$ cat src/rtl/rr_scheduler4_pkg.sv
// Shared definitions for the rr_scheduler4 round-robin scheduler.
//   - FSM state encodings (IDLE / GRANT / GAP)
//   - NREQ  : number of requesters
//   - PTR_W : width of the round-robin pointer and owner index
package rr_sched_pkg;

  localparam int unsigned NREQ  = 4;
  localparam int unsigned PTR_W = 2;

  typedef logic [1:0] state_t;

  localparam state_t IDLE  = 2'd0;
  localparam state_t GRANT = 2'd1;
  localparam state_t GAP   = 2'd2;

endpackage

$ cat src/rtl/rr_scheduler4_if.sv
// Handshake bundle between the requesting state machines and the scheduler.
//   req     : one request bit per requester
//   done    : current owner finished
//   gnt     : one-hot grant (zero when no owner)
//   gnt_id  : binary owner index, valid while busy
//   busy    : a grant is active
//   timeout : one-cycle pulse on a hold-limit release
// master = requester side, slave = scheduler side.
interface rr_scheduler4_if;
  import rr_sched_pkg::*;

  logic [NREQ-1:0]  req;
  logic             done;
  logic [NREQ-1:0]  gnt;
  logic [PTR_W-1:0] gnt_id;
  logic             busy;
  logic             timeout;

  modport master (
    output req,
    output done,
    input  gnt,
    input  gnt_id,
    input  busy,
    input  timeout
  );

  modport slave (
    input  req,
    input  done,
    output gnt,
    output gnt_id,
    output busy,
    output timeout
  );

endinterface

$ cat src/rtl/rr_scheduler4_pick.sv
// rr_pick4: combinational circular priority encoder.
//   req      : request vector
//   ptr      : highest-priority position
//   pick_id  : first set bit scanning ptr, ptr+1, ... (mod NREQ)
//   pick_vld : at least one request set
module rr_pick4 import rr_sched_pkg::*; (
  input  logic [NREQ-1:0]  req,
  input  logic [PTR_W-1:0] ptr,
  output logic [PTR_W-1:0] pick_id,
  output logic             pick_vld
);

  logic [PTR_W-1:0] idx;

  // Scan from the farthest offset down to ptr so the closest hit wins.
  always_comb begin
    idx      = '0;
    pick_id  = ptr;
    pick_vld = 1'b0;
    for (int i = NREQ - 1; i >= 0; i--) begin
      idx = ptr + PTR_W'(i);
      if (req[idx]) begin
        pick_id  = idx;
        pick_vld = 1'b1;
      end
    end
  end

endmodule

$ cat src/rtl/rr_scheduler4.sv
// rr_scheduler4: round-robin owner arbitration for one shared resource.
//   clk   : system clock, rising edge
//   rst   : asynchronous active-high reset
//   sched : slave side of rr_scheduler4_if (req/done in, gnt/gnt_id/busy/timeout out)
// One owner at a time; ownership ends on done, dropped request or after HOLD_MAX
// cycles, followed by a single dead (GAP) cycle. All outputs are registered.
module rr_scheduler4 import rr_sched_pkg::*; #(
  parameter int unsigned HOLD_MAX = 8  // legal 2..256
) (
  input  logic                  clk,
  input  logic                  rst,
  rr_scheduler4_if.slave        sched
);

  localparam int unsigned         CNT_W    = $clog2(HOLD_MAX);
  localparam logic [CNT_W-1:0]    CNT_LAST = CNT_W'(HOLD_MAX - 1);
  localparam logic [NREQ-1:0]     GNT_ONE  = NREQ'(1);

  state_t           state_q, state_d;
  logic [PTR_W-1:0] ptr_q, ptr_d;
  logic [CNT_W-1:0] cnt_q, cnt_d;
  logic [NREQ-1:0]  gnt_q, gnt_d;
  logic [PTR_W-1:0] id_q, id_d;
  logic             busy_q, busy_d;
  logic             to_q, to_d;

  logic [PTR_W-1:0] pick_id;
  logic             pick_vld;
  logic             at_limit;
  logic             owner_req;
  logic             release_now;

  rr_pick4 u_pick (
    .req      (sched.req),
    .ptr      (ptr_q),
    .pick_id  (pick_id),
    .pick_vld (pick_vld)
  );

  assign at_limit    = (cnt_q == CNT_LAST);
  assign owner_req   = sched.req[id_q];
  assign release_now = sched.done | ~owner_req | at_limit;

  always_comb begin
    state_d = state_q;
    ptr_d   = ptr_q;
    cnt_d   = cnt_q;
    gnt_d   = gnt_q;
    id_d    = id_q;
    busy_d  = busy_q;
    to_d    = 1'b0;
    case (state_q)
      IDLE: begin
        if (pick_vld) begin
          gnt_d   = GNT_ONE << pick_id;
          id_d    = pick_id;
          busy_d  = 1'b1;
          cnt_d   = '0;
          state_d = GRANT;
        end
      end
      GRANT: begin
        if (release_now) begin
          gnt_d   = '0;
          busy_d  = 1'b0;
          ptr_d   = id_q + PTR_W'(1);
          // Only a release caused by the hold limit alone counts as forced.
          to_d    = at_limit & ~sched.done & owner_req;
          state_d = GAP;
        end else begin
          cnt_d = cnt_q + CNT_W'(1);
        end
      end
      GAP: begin
        state_d = IDLE;
      end
      default: begin
        state_d = IDLE;
        gnt_d   = '0;
        busy_d  = 1'b0;
      end
    endcase
  end

  always_ff @(posedge clk or posedge rst) begin
    if (rst) begin
      state_q <= IDLE;
      ptr_q   <= '0;
      cnt_q   <= '0;
      gnt_q   <= '0;
      id_q    <= '0;
      busy_q  <= 1'b0;
      to_q    <= 1'b0;
    end else begin
      state_q <= state_d;
      ptr_q   <= ptr_d;
      cnt_q   <= cnt_d;
      gnt_q   <= gnt_d;
      id_q    <= id_d;
      busy_q  <= busy_d;
      to_q    <= to_d;
    end
  end

  assign sched.gnt     = gnt_q;
  assign sched.gnt_id  = id_q;
  assign sched.busy    = busy_q;
  assign sched.timeout = to_q;

endmodule

$ cat src/flat_wrapper.sv
// flat-port wrapper written by rule: the top's interface ports become plain ports
module rr_scheduler4_flat import rr_sched_pkg::*;
#(
  parameter int unsigned HOLD_MAX = 8                 
)
  (clk, rst, sched_req, sched_done, sched_gnt, sched_gnt_id, sched_busy, sched_timeout);
  rr_scheduler4_if sched_i ();
  input  logic clk;
  input  logic rst;
  input wire logic [$bits(sched_i.req)-1:0] sched_req;
  input wire logic [$bits(sched_i.done)-1:0] sched_done;
  output wire logic [$bits(sched_i.gnt)-1:0] sched_gnt;
  output wire logic [$bits(sched_i.gnt_id)-1:0] sched_gnt_id;
  output wire logic [$bits(sched_i.busy)-1:0] sched_busy;
  output wire logic [$bits(sched_i.timeout)-1:0] sched_timeout;
  assign sched_i.req = sched_req;
  assign sched_i.done = sched_done;
  assign sched_gnt = sched_i.gnt;
  assign sched_gnt_id = sched_i.gnt_id;
  assign sched_busy = sched_i.busy;
  assign sched_timeout = sched_i.timeout;
  rr_scheduler4 #(.HOLD_MAX(HOLD_MAX)) u_core (.clk(clk), .rst(rst), .sched(sched_i));
endmodule
$ cat config.mk
export PLATFORM = sky130hd
export DESIGN_NAME = rr_scheduler4_flat
export DESIGN_NICKNAME = d
export VERILOG_FILES = /design/src/rtl/rr_scheduler4_pkg.sv /design/src/rtl/rr_scheduler4_if.sv /design/src/rtl/rr_scheduler4_pick.sv /design/src/rtl/rr_scheduler4.sv /design/src/flat_wrapper.sv
export SDC_FILE = /design/constraint.sdc
export NUM_CORES = 1
export LEC_CHECK = 0
export CORE_ASPECT_RATIO = 1.1
export CORE_UTILIZATION = 50
export CTS_CLUSTER_SIZE = 25
export DETAILED_ROUTE_END_ITERATION = 10
export GPL_TIMING_DRIVEN = 0
export PLACE_DENSITY = 0.77
export SYNTH_ARGS = -nofsm -noshare
export SYNTH_HDL_FRONTEND = slang
export SYNTH_SLANG_ARGS = --single-unit
$ cat constraint.sdc
create_clock -name clk -period 2.09 [get_ports clk]
set_input_delay 0.209 -clock clk [delete_from_list [all_inputs] [get_ports clk]]
set_output_delay 0.209 -clock clk [all_outputs]
set_load 0.01 [all_outputs]
==> impl_metrics.py <==
metrics = {
    "status": {
        "outcome": "finished clean",
    },
    "cts": {
        "postCtsSetupBuffers": 0,
        "cts_repair_resizes": 0,
        "cts_max_level": 1,
        "clock-sinks": 15,
        "ctsLongestPathBuffers": 2,
        "root_buffer": "sky130_fd_sc_hd__clkbuf_4",
        "worst_setup_hold_path_clk_slew_ps": 90,
        "cts_hold_buffers": 0,
        "cts_buffers": 3,
        "tritoncts_clock_tree": "done",
        "clock_insertion_delay_worst_skew_ps": 290,
    },
    "grt": {
        "grt_use_total_pct": 20.56,
        "grt_first_pass_wirelength_um": 2435,
        "grt_start_max_net_pins": 16,
        "initial_antenna_violation_count": 0,
        "global_route.overflow_total": 0,
        "grt_use_met1_pct": 22.33,
        "use_met3_pct": 4.523,
        "via_count_of_the_first_global_routing_pass": 628,
        "top_usage_layer": "met2",
        "globalRouteMet2Util_pct": 35.87,
    },
    "placed_design": {
        "port_buffers": 14,
        "post_dp_cell_area_um2": 978.4,
        "detailed_place_hpwl_um": 1185,
        "weighted_congestion_reported_at_the_end_of_routability_driven_placement": 0.7501,
        "numPlacedInstances": 107,
    },
    "drt": {
        "count_of_unresolved_drc_violations_after_routing": 0,
        "route.final.wire_length_um": 1549,
        "antenna_violating_nets_post_route": 0,
        "via_count": 631,
        "post_detailed_route_via_to_cell_ratio": 5.685,
        "drt-initial-drc-count": 5,
        "wl_per_cell_um": 13.95,
        "drt_pass1_iterations": 4,
    },
    "floorplanning": {
        "design.core.area_um2": 1454,
        "dieArea_um2": 1803,
        "chipHeight_um": 44.43,
        "num_rows": 14,
        "initial_utilization_pct": 56.28,
        "die_x_um": 40.57,
        "design.portCount": 15,
    },
    "final_layout": {
        "final_cell_count_without_fillers": 111,
        "flow.area_growth_from_synthesis_pct": 22.78,
        "ratio_of_cells_with_drive_above_1_in_the_final_layout_pct": 10.53,
        "final_nets": 105,
        "summed_area_of_non_filler_cells_in_the_final_layout_um2": 1005,
        "antennaDiodeCount": 0,
    },
    "yosys": {
        "post-synth-top-area-fraction_pct": 45.87,
        "synth_seq_area_share_pct": 45.87,
        "synthTopCellsByArea": "sky130_fd_sc_hd__dfrtp_1 (46%), sky130_fd_sc_hd__inv_1 (5.0%), sky130_fd_sc_hd__mux2i_1 (3.7%)",
        "synth.yosys.warnings": 0,
        "synth_largest_area_cell": "sky130_fd_sc_hd__dfrtp_1",
        "yosys_register_bits": 15,
        "synthesized_nets": 86,
        "avgSynthCellArea_um2": 10.63,
        "postSynthCellCount": 77,
        "syn_area_um2": 818.3,
        "yosys_cell_types": 32,
    },
    "critical_path": {
        "ff2ff_setup_slack_ps": 110,
        "data_arrival_time_of_the_critical_path_ps": 2170,
        "worst_path_dominant_cell_family": "simple AND/OR/NAND/NOR gates",
        "worstRegToRegCells": 6,
        "worstSetupStartpointType": "flip-flop",
        "critical_path.reg2reg.startpoint": "u_core.cnt_q[0]$_DFFE_PP0P_",
        "setup.worst_path.class": "reg2reg",
        "cp_slowest_cell": "sky130_fd_sc_hd__or3b_4",
        "crit_path_frequent_cell": "sky130_fd_sc_hd__ha_1",
        "crit_cells": 6,
        "destination_of_the_worst_register_to_register_timing_path": "u_core.ptr_q[1]$_DFFE_PP0P_",
        "crit_path_max_fanout": 6,
        "required_ps": 2280,
        "crit_path_max_incr_delay_ps": 410,
        "wp_buf_inv": 0,
        "crit_path_end_kind": "flip-flop",
        "critical_path_cell_sequence": "ha_1, ha_1, or3b_4, a2bb2oi_4, nor3b_4, mux2_4",
    },
    "sta": {
        "worst_slew_pin_slew_ps": 587.7,
        "final-max-slew-violation-count": 0,
        "timing.slew.headroom_pct": 60.78,
        "timing.clock.skew_ps": 3.694,
        "worst_hold_slack_ps": 269.1,
        "rsz0062_at_grt": "false",
        "min_period_over_period_pct": 94.95,
        "timing.fmax_mhz": 503.9,
        "setup_viol_count_final": 0,
        "fin_crit_ps": 1985,
        "hold_viol": 0,
        "final_total_negative_setup_slack_ps": 0,
    },
    "power_and_ir_drop": {
        "sequential_power_share_pct": 38.7,
        "max-vdd-ir-drop_mv": 0.7433,
        "power_mw": 1.343,
        "netSwitchingFraction_pct": 37.49,
        "power-per-cell-area_nw_per_um2": 1337,
        "combinationalPowerShare_pct": 48.4,
        "power_report.internal_total_mw": 0.8395,
        "switching_power_mw": 0.5036,
        "power.static_leakage_nw": 0.4499,
        "pwr-share-clk_pct": 12.9,
    },
    "flow_run": {
        "drv_cap": 0,
    },
    "hold_path": {
        "worstHoldPathType": "in2async",
    },
}
worst max-delay path by stage:
stage / slack [ps] / to / start
5_1_grt: 40 / u_core.ptr_q[1]$_DFFE_PP0P_ / u_core.cnt_q[0]$_DFFE_PP0P_
3_5_place_dp: 30 / u_core.ptr_q[1]$_DFFE_PP0P_ / sched_req[3]
2_1_floorplan: 180 / u_core.ptr_q[1]$_DFFE_PP0P_ / u_core.cnt_q[0]$_DFFE_PP0P_
4_1_cts: 100 / u_core.ptr_q[1]$_DFFE_PP0P_ / u_core.cnt_q[0]$_DFFE_PP0P_
3_3_place_gp: 60 / u_core.ptr_q[1]$_DFFE_PP0P_ / sched_req[3]
6_report: 110 / u_core.ptr_q[1]$_DFFE_PP0P_ / u_core.cnt_q[0]$_DFFE_PP0P_
layer usage:
layer	up-vias	wire [um]
met5	-	0
met1	304	691
met4	0	24
met3	3	43
met2	11	789
li1	313	-
power groups by stage:
stage	Combinational, mW	Sequential (mW)	Clock (mW)
after global routing	0.706	0.538	0.186
after global placement	0.640	0.522	0
final	0.650	0.520	0.173
after CTS	0.655	0.520	0.175
after detailed placement	0.653	0.528	0
after floorplan	0.409	0.538	0
per-stage QoR:
step | setup slack, ps | utilization, %
after floorplan | 183.8 | -
after global placement | 62.79 | 67.30
after detailed placement | 30.78 | 67.30
after CTS | 95.41 | 69.11
after global routing | 39.89 | 69.11
final | 105.5 | 69.11
placed cells by master, fill, tap and decap left out, types with 2 or more instances in the layout:
cell,instances
sky130_fd_sc_hd__dfrtp_1,15
sky130_fd_sc_hd__clkdlybuf4s50_1,14
sky130_fd_sc_hd__inv_1,11
sky130_fd_sc_hd__o21ai_0,5
sky130_fd_sc_hd__nor2b_1,4
sky130_fd_sc_hd__o22ai_1,4
sky130_fd_sc_hd__mux2i_1,3
sky130_fd_sc_hd__nor3_1,3
sky130_fd_sc_hd__nor2_1,3
sky130_fd_sc_hd__clkbuf_4,3
sky130_fd_sc_hd__mux2_2,2
sky130_fd_sc_hd__nand2b_1,2
sky130_fd_sc_hd__o21a_1,2
sky130_fd_sc_hd__a21oi_1,2
sky130_fd_sc_hd__ha_1,2
flip-flops by register name, summed over array words and instances (netlist names):
register,cells
u_core.cnt_q,3
u_core.ptr_q,2
u_core.sched.busy,1
u_core.sched.gnt,4
u_core.sched.gnt_id,2
u_core.sched.timeout,1
u_core.state_q,2
cell type report:
cell class	instances	area (um^2)
timing repair buffer	14	140.1
sequential	15	375.4
tap	16	20.02
clock buffer	4	26.28
multi-input combinational	51	401.6
inverter	11	41.29
fill	111	449.2
logic make-up after synthesis:
logic type,Yosys count,synth area share (%)
xor+xnor,1,1.071
flops,15,45.87
mux,6,8.256
buf+inv,11,5.046
compound gates,22,20.64
fa+ha+maj,2,3.058
simple gates,20,16.05
worst register-to-register path, stage by stage (launching register included):
cell                        delay (ps)
sky130_fd_sc_hd__dfrtp_1           400
sky130_fd_sc_hd__ha_1              210
sky130_fd_sc_hd__ha_1              210
sky130_fd_sc_hd__or3b_4            410
sky130_fd_sc_hd__a2bb2oi_4         170
sky130_fd_sc_hd__nor3b_4           190
sky130_fd_sc_hd__mux2_4            290
synthesized netlist by cell type, drive strengths merged:
cell type  number
or3             1
a21bo           1
a2111oi         1
o211a           1
o21a            2
nor2b           4
o21ai           5
or3b            1
dfrtp          15
xor2            1
nor4            1
inv            11
nand3           1
o21bai          1
nor2            3
o31ai           1
mux2            3
nand2b          2
mux2i           3
a21o            1
nor3            3
o22ai           4
or4             1
nand2           1
and3b           1
ha              2
o211ai          1
a2bb2oi         1
a21oi           2
o2bb2ai         1
nor3b           1
No activity file was read; power rests on OpenSTA's default activity.
